--- src/rtl/vlc_bit_packer.sv ---
// Packs right-aligned VLC codewords MSB-first into 32-bit words and reports per-slice bit/byte counts.
// Latency: a word appears the cycle after its 32nd bit arrives; a flush with 32+ pending bits adds one cycle before done.
// Backpressure: none; at most one word per cycle, so the input is always accepted.
module vlc_bit_packer (
    input  logic        clock,
    input  logic        reset_n,
    input  logic        slice_start,
    input  logic        in_valid,
    input  logic [31:0] in_code,
    input  logic [5:0]  in_len,
    input  logic        in_flush,
    output logic        out_valid,
    output logic [31:0] out_word,
    output logic        done,
    output logic [31:0] slice_bits,
    output logic [31:0] slice_bytes,
    output logic        protocol_error
);

    localparam logic [1:0] ST_IDLE  = 2'd0;
    localparam logic [1:0] ST_PACK  = 2'd1;
    localparam logic [1:0] ST_FLUSH = 2'd2;
    localparam logic [1:0] ST_DONE  = 2'd3;

    logic [1:0]  state;
    logic [63:0] acc;
    logic [4:0]  fill;

    logic        len_ok;
    logic [5:0]  add_len;
    logic [63:0] code_mask;
    logic [63:0] masked;
    logic [6:0]  shift;
    logic [63:0] acc_nxt;
    logic [5:0]  fill_nxt;
    logic [31:0] bits_nxt;
    logic        full;

    function automatic logic [31:0] ceil_bytes(input logic [31:0] b);
        return 32'(({1'b0, b} + 33'd7) >> 3);
    endfunction

    // Merge the (possibly zero-length) codeword into the accumulator below the current fill.
    always_comb begin
        len_ok    = (in_len <= 6'd32);
        add_len   = (in_valid && len_ok) ? in_len : 6'd0;
        code_mask = (64'd1 << add_len) - 64'd1;
        masked    = {32'd0, in_code} & code_mask;
        shift     = 7'd64 - {2'b00, fill} - {1'b0, add_len};
        acc_nxt   = acc | (masked << shift);
        fill_nxt  = {1'b0, fill} + add_len;
        bits_nxt  = slice_bits + {26'd0, add_len};
        full      = fill_nxt[5];
    end

    always_ff @(posedge clock or negedge reset_n) begin
        if (!reset_n) begin
            state          <= ST_IDLE;
            acc            <= '0;
            fill           <= '0;
            out_valid      <= 1'b0;
            out_word       <= '0;
            done           <= 1'b0;
            slice_bits     <= '0;
            slice_bytes    <= '0;
            protocol_error <= 1'b0;
        end else begin
            out_valid <= 1'b0;
            done      <= 1'b0;
            if (slice_start) begin
                acc            <= '0;
                fill           <= '0;
                slice_bits     <= '0;
                slice_bytes    <= '0;
                protocol_error <= in_valid | in_flush;
                state          <= ST_PACK;
            end else begin
                case (state)
                    ST_PACK: begin
                        if (in_valid && !len_ok)
                            protocol_error <= 1'b1;
                        slice_bits <= bits_nxt;
                        fill       <= fill_nxt[4:0];
                        acc        <= full ? {acc_nxt[31:0], 32'd0} : acc_nxt;
                        if (full) begin
                            out_word  <= acc_nxt[63:32];
                            out_valid <= 1'b1;
                        end
                        if (in_flush) begin
                            if (full) begin
                                state <= ST_FLUSH;
                            end else begin
                                if (fill_nxt != 6'd0) begin
                                    out_word  <= acc_nxt[63:32];
                                    out_valid <= 1'b1;
                                end
                                done        <= 1'b1;
                                slice_bytes <= ceil_bytes(bits_nxt);
                                acc         <= '0;
                                fill        <= '0;
                                state       <= ST_DONE;
                            end
                        end
                    end
                    ST_FLUSH: begin
                        if (in_valid || in_flush)
                            protocol_error <= 1'b1;
                        if (fill != 5'd0) begin
                            out_word  <= acc[63:32];
                            out_valid <= 1'b1;
                        end
                        done        <= 1'b1;
                        slice_bytes <= ceil_bytes(slice_bits);
                        acc         <= '0;
                        fill        <= '0;
                        state       <= ST_DONE;
                    end
                    default: begin
                        if (in_valid || in_flush)
                            protocol_error <= 1'b1;
                    end
                endcase
            end
        end
    end

endmodule

--- config.mk ---
export PLATFORM = sky130hd
export DESIGN_NAME = vlc_bit_packer
export DESIGN_NICKNAME = d
export VERILOG_FILES = /design/src/rtl/vlc_bit_packer.sv
export SDC_FILE = /design/constraint.sdc
export NUM_CORES = 1
export LEC_CHECK = 0
export CAP_MARGIN = 10
export CORE_MARGIN = 10
export CORE_UTILIZATION = 66
export DETAILED_ROUTE_END_ITERATION = 6
export DONT_BUFFER_PORTS = 1
export GPL_TIMING_DRIVEN = 0
export PLACE_DENSITY = 0.83
export SYNTH_ARGS = -nofsm -noshare
export SYNTH_HDL_FRONTEND = slang
export SYNTH_SLANG_ARGS = --single-unit
--- constraint.sdc ---
create_clock -name clock -period 4.9 [get_ports clock]
set_input_delay 0.245 -clock clock [delete_from_list [all_inputs] [get_ports clock]]
set_output_delay 0.245 -clock clock [all_outputs]
set_load 0.03 [all_outputs]
==> results.toml, run 1 <==
[timing]
min_period_over_period = 0.9840
tns_ps = 0
timing.fmax_mhz = 207.4
setup_viol = 0
fin_worst_skew_ps = 12.16
slew_headroom = 0.2301
worst_slew_pin_slew_ps = 1139
finalCriticalPeriod_ps = 4821
hold_ws_ps = 98.06
finalMaxSlewViolations = 0
worst_slack_ps = 78.52
hold_viol = 0

[power]
p_sw_mw = 2.342
sequentialPowerShare = 0.369
p_per_area_nw_per_um2 = 343.9
p_leak_nw = 5.940
combPwrFrac = 0.358
switching_share = 0.4617
finalPower_mw = 5.072
ir_worst_vdd_mv = 0.3244
pwr-share-clk = 0.272
intPower_mw = 2.730

[critical_path]
r2r_start = "fill[0]"
reg2reg_to = "acc[39]"
start_kind = "input port"
crit_required_ps = 5240
crit_fanout = 10
cp-end-kind = "register"
r2r_setup_slack_ps = 260
critPathKind = "input port to register"
critPathArrivalTime_ps = 5160
r2r_cells = 13

[route]
finalWirelength_mm = 56.29
drt_pass1_iterations = 7
viasPerCell = 7.634
drc_errors = 2
first_iter_violations = 2722
vias = 15510
ant_nets = 0
post_drt_wl_per_cell_microns = 27.70

[synth]
netlist_area_sq_um = 13750
synth_cell_types = 106
seq_area_frac_synth = 0.3056
synth_top_area_cell = "dfrtp_1"
synth_area_leaders = "dfrtp_1 31%, nor2_1 5.8%, nand2_1 4.6%"
syn_area_per_cell_sq_um = 7.969
synth_commonest_cells = "212 x nor2_1, 168 x dfrtp_1, 168 x nand2_1"
synth_top_flop_cell = "dfrtp_1"
yosysMostFrequentCell = "nor2_1"
synth-seq-cells = 168
synth_edf_count = 0
syn_inst = 1726
ys_warn_count = 0
async_flop_share = 1.000
synth.top_cell.area_share = 0.3056

[clock_tree]
cts_made_buffers = 17
root_buffer = "clkbuf_16"
post-cts-setup-buffer-count = 0
clk_pin_slew_ps = 70
cts_num_sinks = 168
cts_tree = "done"
clockBufferDepth = 2
htreeDepth = 4
clock_latency_ps = 450

[floorplan]
die_area_sq_um = 27010
die_w_microns = 164.4
ioPinCount = 142
coreArea_sq_um = 20360
rows = 52
die_h_microns = 164.4
initial_core_util = 0.6754

[final_layout]
drive_gt1_frac = 0.07719
multi_input_area_sq_um = 8906
antenna_cells = 0
nFillCells = 1574
seq_area_sq_um = 4204
fin_area_sq_um = 14750
nets = 1819
area_growth_pct = 7.213

[hold_path]
hold-path-endpoint = "slice_bytes[12]"
hp-class = "input port to register"
min_from = "slice_start"
min_path_cells = 2

[global_routing]
grt_max_degree = 169
antenna_found_initial = 0
grt_pass1_vias = 15130
track_usage = 0.4102
grt_pass1_wl_mm = 86.44
gr-total-overflow = 0

[flow_run]
maxCapViolCount = 0

[placed_design]
gp_congestion = 1.127
post-place-ws_ps = -268.3
portBuffers = 0
placed_area_sq_um = 14100
hpwl_mm = 41.88

[outcome]
status = "complete, but fails checks"
violations = "DRC"
registers in the layout (all words and copies together) (netlist names):
signal and cells:
acc 64, out_word 32, slice_bits 32, slice_bytes 30, fill 5, state 2, done 1, out_valid 1
protocol_error 1
layer usage:
layer,up-vias,track usage,wire [microns]
met1,7223,0.4754,19040
li1,6478,-,-
met4,0,0.2299,3478
met2,1453,0.6291,24400
met5,-,0,0
met3,359,0.1730,9365
power groups by stage:
stage               logic (mW)  registers (mW)  clock network (mW)
finish                    1.82            1.87                1.38
floorplan                 1.13            1.84                   0
detailed placement        1.64            1.90                   0
global route              1.89            1.89                1.42
CTS                       1.69            1.87                1.35
global placement          1.63            1.89                   0
through the flow:
step,cells,utilization
finish,2032,0.7241
CTS,2032,0.7230
floorplan,1727,-
global placement,1997,0.6922
detailed placement,1998,0.6924
global route,2032,0.7241
worst max-delay path: stages:
cell and delay (ps):
nor2b_1 110, clkbuf_1 440, nand2_1 280, inv_1 260
ha_1 170, inv_1 50, ha_1 220, fa_1 440
a21o_1 190, a21oi_1 330, xor2_2 500, nand2_1 180
clkbuf_1 380, nor2_1 840, a21oi_1 270, o221ai_1 260
cells by family after synthesis:
logic type / after synthesis / synth area share
flip-flops: 168 / 0.3056
buffers and inverters: 159 / 0.04867
AND/OR/NAND/NOR: 678 / 0.2422
adder cells (fa/ha/maj): 27 / 0.02620
other: 1 / 0.0002726
AO/OA/AOI/OAI: 563 / 0.2868
XOR/XNOR: 81 / 0.05158
multiplexers: 49 / 0.03857
cell usage in the layout (no fill, tap or decap), types with 23 or more instances in the layout:
master / instances
clkbuf_1: 89
mux2i_1: 35
o22ai_1: 24
o21ai_0: 87
xnor2_1: 49
buf_2: 26
inv_1: 29
xor2_1: 31
a31oi_1: 40
nor4_1: 23
a21o_1: 23
nand3_1: 57
a21oi_1: 114
o31ai_1: 30
ha_1: 24
dfrtp_1: 168
nand2_1: 168
nor2_1: 211
nor3_1: 45
how the worst max path moves through the flow:
stage | end | from | cells after the start | slack (ps)
2_1_floorplan | slice_bytes[27] | in_valid | 17 | 1080
3_5_place_dp | acc[43] | in_valid | 16 | -270
3_3_place_gp | acc[43] | in_valid | 16 | -240
5_1_grt | acc[33] | in_valid | 16 | -20
6_report | acc[33] | in_valid | 16 | 80
4_1_cts | acc[45] | in_valid | 18 | 170
repair_timing:
| action | in CTS | in global routing |
|---|---|---|
| endpoints found under the setup margin | 0 | 26 |
| resized for setup | 0 | 8 |
| hold endpoints to repair | 168 | 0 |
| hold buffers | 2 | 0 |
area by class of cell:
type                       count  area share
clock buffer                  18     0.02910
timing repair buffer           3    0.002885
sequential                   168      0.2851
clock inverter                14     0.01052
multi-input combinational   1400      0.6039
inverter                      31    0.007891
buffer                       128     0.03767
tap                          270     0.02291
Note: power is estimated with default switching activity, not from simulation.
==> run 2, diff against run 1 <==
Settings changed: CORE_UTILIZATION 66 to 67, CTS_BUF_LIST set to sky130_fd_sc_hd__clkbuf_4 sky130_fd_sc_hd__clkbuf_8, PLACE_DENSITY 0.83 to 0.84.
==> results.toml, run 2 (synthesis gave the netlist of run 1 again) <==
[flow_run]
maxCapViolCount = 0

[critical_path]
critPathTopFamily = "buffers and inverters"
worst_path_max_delay_cell = "a221oi_1"
critPathBufInv = 7
crit_required_ps = 5230
critPathArrivalTime_ps = 5140
crit_top_cell = "clkbuf_1"
critPathKind = "input port to register"
cp_slowest_stage_delay_ps = 630
cp-end-kind = "register"
path_cells = "nor2b_1 -> clkbuf_1 -> nand2_1 -> inv_1 -> ha_1 -> inv_1 -> ha_1 -> clkbuf_1 -> clkbuf_1 -> clkbuf_1 -> clkbuf_1 -> mux2i_1 -> nor3_1 -> a21o_1 -> a221oi_1 -> o221ai_1"
crit_fanout = 10
r2r_setup_slack_ps = 200
start_kind = "input port"

[clock_tree]
clock_latency_ps = 490
cts_made_buffers = 17
post-cts-setup-buffer-count = 0
cts_num_sinks = 168
clk_pin_slew_ps = 100
root_buffer = "clkbuf_8"
clockBufferDepth = 2
htreeDepth = 4
cts_tree = "done"

[floorplan]
initial_core_util = 0.6798
die_area_sq_um = 26660
die_h_microns = 163.3
die_w_microns = 163.3
ioPinCount = 142
coreArea_sq_um = 20230
rows = 52

[timing]
finalMaxSlewViolations = 0
rsz0062_at_grt = "false"
fin_worst_skew_ps = 26.54
hold_viol = 0
timing.fmax_mhz = 207.9
finalCriticalPeriod_ps = 4809
slew_headroom = 0.09316
setup_viol = 0
worst_slew_pin_slew_ps = 1341
min_period_over_period = 0.9814

[final_layout]
reg_top3 = "acc x64, out_word x32, slice_bits x32"
largest_register_ffs = 64
drive_gt1_frac = 0.07548
final_common_cell = "nor2_1"
area_growth_pct = 5.977
final_cell_mix = "212 x nor2_1, 168 x nand2_1, 168 x dfrtp_1"
nets = 1819
largest_register = "acc"
final_core_util = 0.7204
antenna_cells = 0
fin_area_sq_um = 14580

[hold_path]
hp-class = "input port to register"

[outcome]
violations = "DRC"
status = "complete, but fails checks"

[power]
p_leak_nw = 5.862
ir_worst_vdd_mv = 0.2608
p_per_area_nw_per_um2 = 325.8

[global_routing]
antenna_found_initial = 0
track_usage = 0.3960
grt_pass1_vias = 14500
grt_pass1_wl_mm = 83.19
grt_max_degree = 169
gr-total-overflow = 0

[route]
vias = 15440
first_iter_violations = 2486
drc_errors = 4
post_drt_wl_per_cell_microns = 27.10
drt_pass1_iterations = 7
viasPerCell = 7.600
ant_nets = 0
finalWirelength_mm = 55.07

[placed_design]
gp_congestion = 1.131
hpwl_mm = 41.45
portBuffers = 0
placed_area_sq_um = 14100
-- run 2: repair_timing --
action,4_1_cts,5_1_grt
resized for setup,0,3
endpoints found under the setup margin,0,10
hold endpoints to repair,168,0
hold buffers,2,0
-- run 2: area by class of cell --
| cell class | instances | area [sq um] |
|---|---|---|
| sequential | 168 | 4204 |
| clock buffer | 18 | 247.7 |
| inverter | 31 | 116.4 |
| multi-input combinational | 1400 | 8892 |
| clock inverter | 14 | 181.4 |
| timing repair buffer | 3 | 42.54 |
| tap | 270 | 337.8 |
| fill | 1625 | 5658 |
| buffer | 128 | 554.3 |
-- run 2: layer usage --
metal  track usage  up-vias  part of all wire
li1              -     6474                 -
met1        0.4752     7248              0.35
met2        0.5982     1382              0.43
met3        0.1523      339              0.15
met4        0.2230        0             0.067
met5             0        -                 0
-- run 2: through the flow --
step / hold slack [ps] / instances / power, mW / setup TNS, ps / worst slack (ps)
2_1_floorplan: -50.59 / 1727 / 2.969 / 0 / 1083
3_3_place_gp: -45.89 / 1997 / 3.504 / -620.6 / -112.6
3_5_place_dp: -45.42 / 1997 / 3.525 / -814.3 / -134.1
4_1_cts: 34.81 / 2031 / 4.608 / 0 / 383.7
5_1_grt: 55.49 / 2032 / 4.859 / 0 / 29.04
6_report: 39.58 / 2032 / 4.749 / 0 / 91.00
-- run 2: final timing paths --
| kind | depth (start not counted) | endpoint | startpoint |
|---|---|---|---|
| max in group asynchronous | 2 | acc[35] | reset_n |
| hold / removal | 2 | slice_bytes[12] | slice_start |
| setup / recovery | 16 | acc[43] | in_valid |
| setup reg to reg | 13 | acc[39] | fill[0] |
| hold reg to reg | 2 | acc[8] | acc[8] |
| min in group asynchronous | 2 | slice_bits[9] | reset_n |
-- run 2: worst reg2reg max path, stage by stage, from the launching register on --
cell,delay (ps)
dfrtp_1,440
inv_1,70
ha_1,290
clkbuf_1,370
clkbuf_1,530
clkbuf_1,630
nand2_1,90
o21ai_0,560
o32ai_1,380
nor2_1,180
nor2_1,70
a221o_1,300
o21ai_0,480
a221o_1,250
-- run 2: where the power goes --
group	total, mW	internal (mW)	leakage, nW	switching (mW)
sequential	1.87	1.51	2.25	0.358
clock	1.09	0.448	0.208	0.642
combinational	1.79	0.529	3.41	1.26
